File: config.mk
export PLATFORM = sky130hd
export DESIGN_NAME = phase_timer
export DESIGN_NICKNAME = d
export VERILOG_FILES = /design/src/rtl/phase_timer.sv
export SDC_FILE = /design/constraint.sdc
export NUM_CORES = 1
export LEC_CHECK = 0
export BUFFER_PORTS_ARGS = -buffer_cell sky130_fd_sc_hd__clkbuf_2
export CAP_MARGIN = 10
export CORE_ASPECT_RATIO = 1.2
export CORE_UTILIZATION = 58
export CTS_CLUSTER_DIAMETER = 30
export CTS_CLUSTER_SIZE = 24
export DETAILED_ROUTE_END_ITERATION = 8
export GPL_TIMING_DRIVEN = 0
export PLACE_DENSITY_LB_ADDON = 0.12
export SYNTH_ARGS = -nofsm -noshare
export SYNTH_HDL_FRONTEND = slang
export SYNTH_SLANG_ARGS = --single-unit
File: constraint.sdc
create_clock -name clk -period 3 [get_ports clk]
set_clock_uncertainty 0.15 [all_clocks]
set_input_delay 0.15 -clock clk [delete_from_list [all_inputs] [get_ports clk]]
set_output_delay 0.15 -clock clk [all_outputs]
set_load 0.01 [all_outputs]
File: src/rtl/phase_timer.sv
`default_nettype none
// =============================================================================
// phase_timer : pausable countdown of whole seconds at a selectable clock rate
// Revision 1.0
// =============================================================================
module phase_timer #(
  parameter int BASE_TICKS = 1_000_000,
  parameter int TICK_W     = 32,
  parameter int SEC_W      = 16
) (
  input  logic             clk,
  input  logic             rst_n,
  input  logic             soft_rst,
  input  logic             start,
  input  logic [SEC_W-1:0] dur_sec,
  input  logic [1:0]       clk_freq,
  input  logic             pause,
  output logic             busy,
  output logic             paused,
  output logic             done,
  output logic             done_pulse,
  output logic [SEC_W-1:0] remaining_sec
);

  localparam logic [1:0] IDLE  = 2'd0;
  localparam logic [1:0] RUN   = 2'd1;
  localparam logic [1:0] PAUSE = 2'd2;
  localparam logic [1:0] DONE  = 2'd3;

  logic [1:0]        state;
  logic [TICK_W-1:0] tick_cnt;
  logic [SEC_W-1:0]  rem;
  logic [1:0]        freq_lat;
  logic              pulse;

  logic [TICK_W-1:0] limit;
  logic              terminal;

  assign limit    = (TICK_W'(BASE_TICKS) << freq_lat) - TICK_W'(1);
  assign terminal = (tick_cnt == limit);

  always_ff @(posedge clk or negedge rst_n) begin
    if (!rst_n) begin
      state    <= IDLE;
      tick_cnt <= '0;
      rem      <= '0;
      freq_lat <= 2'd0;
      pulse    <= 1'b0;
    end else if (!soft_rst) begin
      state    <= IDLE;
      tick_cnt <= '0;
      rem      <= '0;
      freq_lat <= 2'd0;
      pulse    <= 1'b0;
    end else begin
      pulse <= 1'b0;
      case (state)
        IDLE, DONE: begin
          if (start) begin
            freq_lat <= clk_freq;
            tick_cnt <= '0;
            if (dur_sec != '0) begin
              state <= RUN;
              rem   <= dur_sec;
            end else begin
              state <= DONE;
              rem   <= '0;
              pulse <= 1'b1;
            end
          end
        end
        RUN, PAUSE: begin
          // Leaving PAUSE counts on the same edge, so only cycles spent with
          // paused high are excluded from the phase length.
          if (pause) begin
            state <= PAUSE;
          end else begin
            state <= RUN;
            if (terminal) begin
              tick_cnt <= '0;
              if (rem != '0) rem <= rem - SEC_W'(1);
              if (rem == SEC_W'(1)) begin
                state <= DONE;
                pulse <= 1'b1;
              end
            end else begin
              tick_cnt <= tick_cnt + TICK_W'(1);
            end
          end
        end
        default: state <= IDLE;
      endcase
    end
  end

  assign busy          = (state == RUN) || (state == PAUSE);
  assign paused        = (state == PAUSE);
  assign done          = (state == DONE);
  assign done_pulse    = pulse;
  assign remaining_sec = rem;

endmodule
`default_nettype wire

==> flow_metrics.py, run 1 <==
metrics = {
    "placement": {
        "dp_hpwl_um": 6960,
        "port_buffers": 41,
        "dpl_worst_slack_ns": -0.201,
        "place_congestion": 0.952,
    },
    "timing": {
        "whs_ns": 0.0467,
        "report.final.slew_viol_count": 0,
        "fmax_mhz": 349,
        "tns_ns": 0,
        "tightest_slew_ns": 0.943,
        "hold_viol": 0,
        "setup_viol": 0,
        "fin_ws_ns": 0.133,
        "maxSlewHeadroom": 0.365,
        "period_share": 0.956,
        "post-route-min-period_ns": 2.87,
        "rsz0062_at_grt": "false",
    },
    "pwr": {
        "power_mw": 3.00,
        "p_leak_nw": 1.69,
        "netSwitchingFraction": 0.478,
        "ir_worst_vdd_uv": 450,
        "intPower_mw": 1.57,
        "power_frac_seq": 0.333,
        "power.net_switching_mw": 1.44,
        "pwr-share-clk": 0.146,
        "p_per_area_mw_per_mm2": 751,
        "p_comb_frac": 0.521,
    },
    "logic_synthesis": {
        "synth_area_leaders": "dfrtp_1, nor2_1, nand2_1",
        "synthCells": 398,
        "synthFlopType": "dfrtp_1",
        "synth_area_leader_cell": "dfrtp_1",
        "synth_top_area_frac": 0.384,
        "synth_fp_nets": 433,
        "ys_types": 59,
        "synth-seq-cells": 53,
        "seq_area_frac_synth": 0.384,
        "synth_edf_count": 0,
        "syn_avg_cell_area_um2": 8.67,
        "async_reset_ff_frac": 1.00,
        "ys_warn_count": 0,
        "synth_area_mm2": 0.00345,
    },
    "clock_network": {
        "cts_buffers": 5,
        "clk_latency_ns": 0.30,
        "clock_sinks": 53,
        "cts_tree": "built",
        "cts_max_level": 2,
        "cts_buffer_depth": 2,
        "clkTransAtPathRegs_ns": 0.10,
        "clock-root-buffer": "clkbuf_8",
    },
    "grt": {
        "overflow": 0,
        "first_global_vias": 3238,
        "grt_start_max_net_pins": 37,
        "grtUsageTotal": 0.304,
        "grt_pass1_wl_um": 15000,
        "antenna_found_initial": 0,
    },
    "min_path": {
        "min_path_type": "input pin to register",
    },
    "floorplanning": {
        "core_region_area_mm2": 0.00571,
        "initial_core_util": 0.605,
        "die_area_mm2": 0.00626,
        "die_h_um": 86.5,
        "row_count": 30,
        "ios": 43,
        "fp.dieW_um": 72.4,
    },
    "routing": {
        "top_layer": "met4",
        "drc": 0,
        "ant_nets": 0,
        "routed_wl_um": 9340,
        "drtPass1Iterations": 5,
        "routedLengthMet1_um": 3710,
        "vias": 3378,
        "met2_length_um": 4930,
        "drt_iter0_drc": 221,
        "wl_met3_um": 506,
        "drt-wirelength-per-cell_um": 17.4,
        "viasPerCell": 6.30,
    },
    "critical_path": {
        "critPathKind": "register to register",
        "cpPeakStageDelay_ns": 0.51,
        "required_ns": 3.04,
        "crit_slowest_cell": "or4_4",
        "cp_max_fo": 6,
        "cp_data_arrival_time_ns": 2.91,
        "cp-start-kind": "register",
        "cp-end-kind": "register",
        "path_cells": "inv_2, ha_2, nand3b_1, or4_4, a221oi_4, a41o_2, nand2_2, a221o_1",
    },
    "final_layout": {
        "area_growth_pct": 15.8,
        "final_common_cell": "dfrtp_1",
        "fin_nets": 490,
        "layout_common_cells": "dfrtp_1, nor2_1, nand2_1",
        "drive_gt1_frac": 0.169,
        "antennaDiodeCount": 0,
    },
    "run_status": {
        "run_status": "complete, no violations",
    },
    "job": {
        "cap_violations": 0,
    },
}
-- registers in the layout, summed over array words and instances (netlist names) --
signal	cells
tick_cnt	32
remaining_sec	16
freq_lat	2
state	2
done_pulse	1
-- critical path: cells and delay by family (launching register included) --
family / cells / cell delay (ns)
flops: 1 / 0.42
buf+inv: 1 / 0.07
compound gates: 3 / 1.06
simple gates: 3 / 0.85
fa+ha+maj: 1 / 0.21
-- through the flow --
step	std cells	instance area (um2)	utilization
after floorplan	398	3450	-
after global placement	519	3760	0.658
after detailed placement	520	3780	0.662
after CTS	533	3930	0.689
after global routing	536	4000	0.701
final	536	4000	0.701
-- area by class of cell --
type | count | area (um2)
Clock buffer | 6 | 82.6
Buffer | 15 | 71.3
Tap cell | 80 | 100
Multi-Input combinational cell | 317 | 2050
Inverter | 13 | 48.8
Sequential cell | 53 | 1330
Clock inverter | 2 | 13.8
Timing Repair Buffer | 50 | 298
Fill cell | 499 | 1710
-- cells in the mapped netlist, drive strengths merged, types with 2 or more instances --
cell,count
a221o,3
and3,10
nor3,10
nor2b,6
o41ai,3
o211ai,6
ha,12
a22o,3
buf,6
and4,4
o21a,2
nand2,44
nor3b,2
or4,5
clkbuf,9
or3b,2
a21o,2
inv,12
nand3,25
xor2,11
a221oi,2
and2,2
xnor2,17
nand3b,2
a32oi,4
mux2i,6
a21boi,3
o31ai,4
nand4,10
a21oi,10
or3,5
o2111ai,3
nor4,12
a31oi,4
nor2,50
o22ai,6
dfrtp,53
a32o,2
o21ai,15
-- power groups by stage --
stage | clock network [mW] | registers (mW) | logic (mW)
after detailed placement | 0 | 1.01 | 1.46
after global placement | 0 | 1.01 | 1.43
after floorplan | 0 | 1.02 | 0.946
after global routing | 0.471 | 1.02 | 1.69
final | 0.437 | 1.00 | 1.57
after CTS | 0.439 | 0.992 | 1.48
-- cell families (layout without fill, tap and decap cells) --
family / Yosys count / after routing / share of synthesized area
AOI/OAI and AO/OA: 78 / 78 / 0.165
buffers and inverters: 28 / 86 / 0.0341
DFF: 53 / 53 / 0.384
muxes: 6 / 6 / 0.0174
adders and majority gates: 12 / 12 / 0.0435
xor gates and xnor gates: 28 / 28 / 0.0711
and+or+nand+nor: 193 / 193 / 0.284
-- path summary, 6_finish.rpt --
| check | start | endpoint | slack, ns | depth (start not counted) |
|---|---|---|---|---|
| max reg2reg | freq_lat[0] | remaining_sec[13] | 0.13 | 8 |
| min in group asynchronous | rst_n | tick_cnt[23] | 0.20 | 2 |
| min reg2reg | remaining_sec[11] | remaining_sec[11] | 0.38 | 1 |
| min | dur_sec[0] | remaining_sec[0] | 0.05 | 3 |
| max | freq_lat[0] | remaining_sec[13] | 0.13 | 8 |
| max in group asynchronous | rst_n | freq_lat[0] | 1.93 | 3 |
-- what timing repair did --
| action | in CTS | in global routing |
|---|---|---|
| pin swaps | 0 | 3 |
| gates resized for setup | 3 | 12 |
| hold endpoints to repair | 21 | 0 |
| hold buffers | 5 | 0 |
| buffers inserted | 0 | 3 |
| endpoints found under the setup margin | 40 | 39 |
-- metal layers --
layer  up-vias  GRT usage
met1      1647      0.360
met3        21     0.0384
met4         0     0.0963
met2       131      0.562
met5         -          0
li1       1579          -
Power figures use the tool's default switching activity.
==> run 2, diff against run 1 <==
--- a/config.mk
+++ b/config.mk
@@ -7,8 +7,10 @@
 export LEC_CHECK = 0
 export BUFFER_PORTS_ARGS = -buffer_cell sky130_fd_sc_hd__clkbuf_2
 export CAP_MARGIN = 10
+export CELL_PAD_IN_SITES_DETAIL_PLACEMENT = 1
+export CELL_PAD_IN_SITES_GLOBAL_PLACEMENT = 1
 export CORE_ASPECT_RATIO = 1.2
-export CORE_UTILIZATION = 58
+export CORE_UTILIZATION = 44
 export CTS_CLUSTER_DIAMETER = 30
 export CTS_CLUSTER_SIZE = 24
 export DETAILED_ROUTE_END_ITERATION = 8
==> constraint.sdc (replaced) <==
create_clock -name clk -period 3.2 [get_ports clk]
set_clock_uncertainty 0.15 [all_clocks]
set_input_delay 0.16 -clock clk [delete_from_list [all_inputs] [get_ports clk]]
set_output_delay 0.16 -clock clk [all_outputs]
set_load 0.01 [all_outputs]
==> run 2 against run 1 <==
Worst hold slack got worse by 0.021 ns. Flip-flop and latch count unchanged. Wire length increased by 14%. Power decreased by 6.9%. Via count decreased by 0.44%. Largest cell class unchanged.
==> flow_metrics.py, run 2 (synthesis gave the netlist of run 1 again) <==
metrics = {
    "run_status": {
        "run_status": "complete, no violations",
    },
    "routing": {
        "viasPerCell": 6.17,
        "routed_wl_um": 10600,
        "vias": 3363,
        "drt-wirelength-per-cell_um": 19.5,
        "drtPass1Iterations": 4,
        "drt_iter0_drc": 110,
        "drc": 0,
        "ant_nets": 0,
    },
    "critical_path": {
        "cp-start-kind": "register",
        "cp-end-kind": "register",
        "r2r_cells": 8,
        "r2r-start": "freq_lat[0]",
        "cp_max_fo": 6,
        "path_cells": "inv_1, ha_1, nand3b_1, or4_4, a221oi_4, a41o_2, nand2_2, a221o_1",
        "crit_slowest_cell": "or4_4",
        "r2r-end": "remaining_sec[7]",
        "cp_data_arrival_time_ns": 3.10,
        "r2r_slack_ns": 0.16,
        "cpPeakStageDelay_ns": 0.52,
        "critPathKind": "register to register",
        "required_ns": 3.26,
    },
    "clock_network": {
        "cts_max_level": 2,
        "cts_tree": "built",
        "clkTransAtPathRegs_ns": 0.11,
        "clk_latency_ns": 0.32,
        "clock_sinks": 53,
        "clock-root-buffer": "clkbuf_8",
        "cts_buffers": 5,
        "cts_buffer_depth": 2,
    },
    "final_layout": {
        "multi_input_area_mm2": 0.00203,
        "area_growth_pct": 14.5,
        "largest_register_ffs": 32,
        "antennaDiodeCount": 0,
        "drive_gt1_frac": 0.148,
        "regArea_mm2": 0.00133,
        "layout_common_cells": "dfrtp_1, nor2_1, nand2_1",
        "final_common_cell": "dfrtp_1",
        "utilization": 0.518,
        "largest-register": "tick_cnt",
        "fin_nets": 487,
        "n_fill_cell": 970,
    },
    "timing": {
        "post-route-min-period_ns": 3.04,
        "tightest_slew_ns": 1.04,
        "setup_viol": 0,
        "maxSlewHeadroom": 0.300,
        "fmax_mhz": 328,
        "tns_ns": 0,
        "hold_viol": 0,
        "fin_ws_ns": 0.156,
        "report.final.slew_viol_count": 0,
        "rsz0062_at_grt": "false",
        "period_share": 0.951,
    },
    "grt": {
        "overflow": 0,
        "first_global_vias": 3633,
        "grtUsageTotal": 0.273,
        "grt_start_max_net_pins": 54,
        "grt_pass1_wl_um": 18000,
        "antenna_found_initial": 0,
    },
    "pwr": {
        "ir_worst_vdd_uv": 422,
        "power_mw": 2.80,
        "p_leak_nw": 1.67,
        "p_per_area_mw_per_mm2": 708,
    },
    "min_path": {
        "worstHoldEndpoint": "remaining_sec[4]",
        "min_path_type": "input pin to register",
        "holdCritStartpoint": "dur_sec[4]",
        "min_path_cells": 3,
    },
    "floorplanning": {
        "initial_core_util": 0.453,
        "row_count": 35,
        "core_region_area_mm2": 0.00762,
        "ios": 43,
        "die_h_um": 99.0,
        "fp.dieW_um": 82.8,
        "die_area_mm2": 0.00820,
    },
    "placement": {
        "place_congestion": 0.917,
        "dpl_worst_slack_ns": -0.0715,
        "dp_hpwl_um": 7820,
        "port_buffers": 41,
    },
    "job": {
        "cap_violations": 0,
    },
}
-- run 2: cell types whose count changed in the layout (fill, tap and decap cells not counted), sizes merged --
cell,previous run,this run
buf,9,5
clkinvlp,0,1
-- run 2: worst max path at each step --
stage | from | end | cells past startpoint | slack [ns]
after floorplan | freq_lat[0] | remaining_sec[13] | 8 | 0.47
after global placement | state[0] | tick_cnt[7] | 8 | -0.1
after detailed placement | state[0] | tick_cnt[7] | 8 | -0.07
after CTS | freq_lat[0] | remaining_sec[9] | 8 | 0.03
after global routing | freq_lat[0] | tick_cnt[7] | 9 | 0.01
final | freq_lat[0] | remaining_sec[7] | 8 | 0.16
-- run 2: metrics by stage --
stage	area (um2)	std cells	hold slack, ns
after floorplan	3450	398	-0.286
after global placement	3770	531	0.288
after detailed placement	3770	531	0.170
after CTS	3910	544	0.0209
after global routing	3950	545	0.0327
final	3950	545	0.0256
-- run 2: power by group --
part,switching (mW),leakage [nW],total (mW),internal (mW)
clock,0.240,0.0439,0.392,0.152
sequential,0.158,0.723,0.942,0.783
combinational,0.974,0.903,1.46,0.489
total,1.37,1.67,2.80,1.42
-- run 2: layout make-up --
cell class | count | share of cell area
clock buffer | 5 | 0.0174
timing repair buffer | 47 | 0.0672
sequential | 53 | 0.336
inverter | 13 | 0.0124
buffer | 15 | 0.0187
multi-input combinational | 317 | 0.515
tap | 92 | 0.0291
clock inverter | 3 | 0.00443
-- run 2: critical path, delay by kind of cell, from the launching register on --
family                     cells  cell delay, ns
and+or+nand+nor                3            0.88
DFF                            1            0.43
AOI/OAI and AO/OA              3            1.11
adders and majority gates      1            0.26
buffers and inverters          1            0.11
-- run 2: layer usage --
| metal | part of all wire | global-route usage |
|---|---|---|
| met5 | 0 | 0 |
| met4 | 0.029 | 0.117 |
| met3 | 0.032 | 0.0327 |
| met2 | 0.54 | 0.509 |
| met1 | 0.40 | 0.312 |
-- run 2: what timing repair did --
action	4_1_cts	5_1_grt
setup buffers	0	1
setup endpoints to repair	3	35
pin swaps	0	2
hold endpoints to repair	57	0
hold buffers	5	0
gates resized for setup	1	8
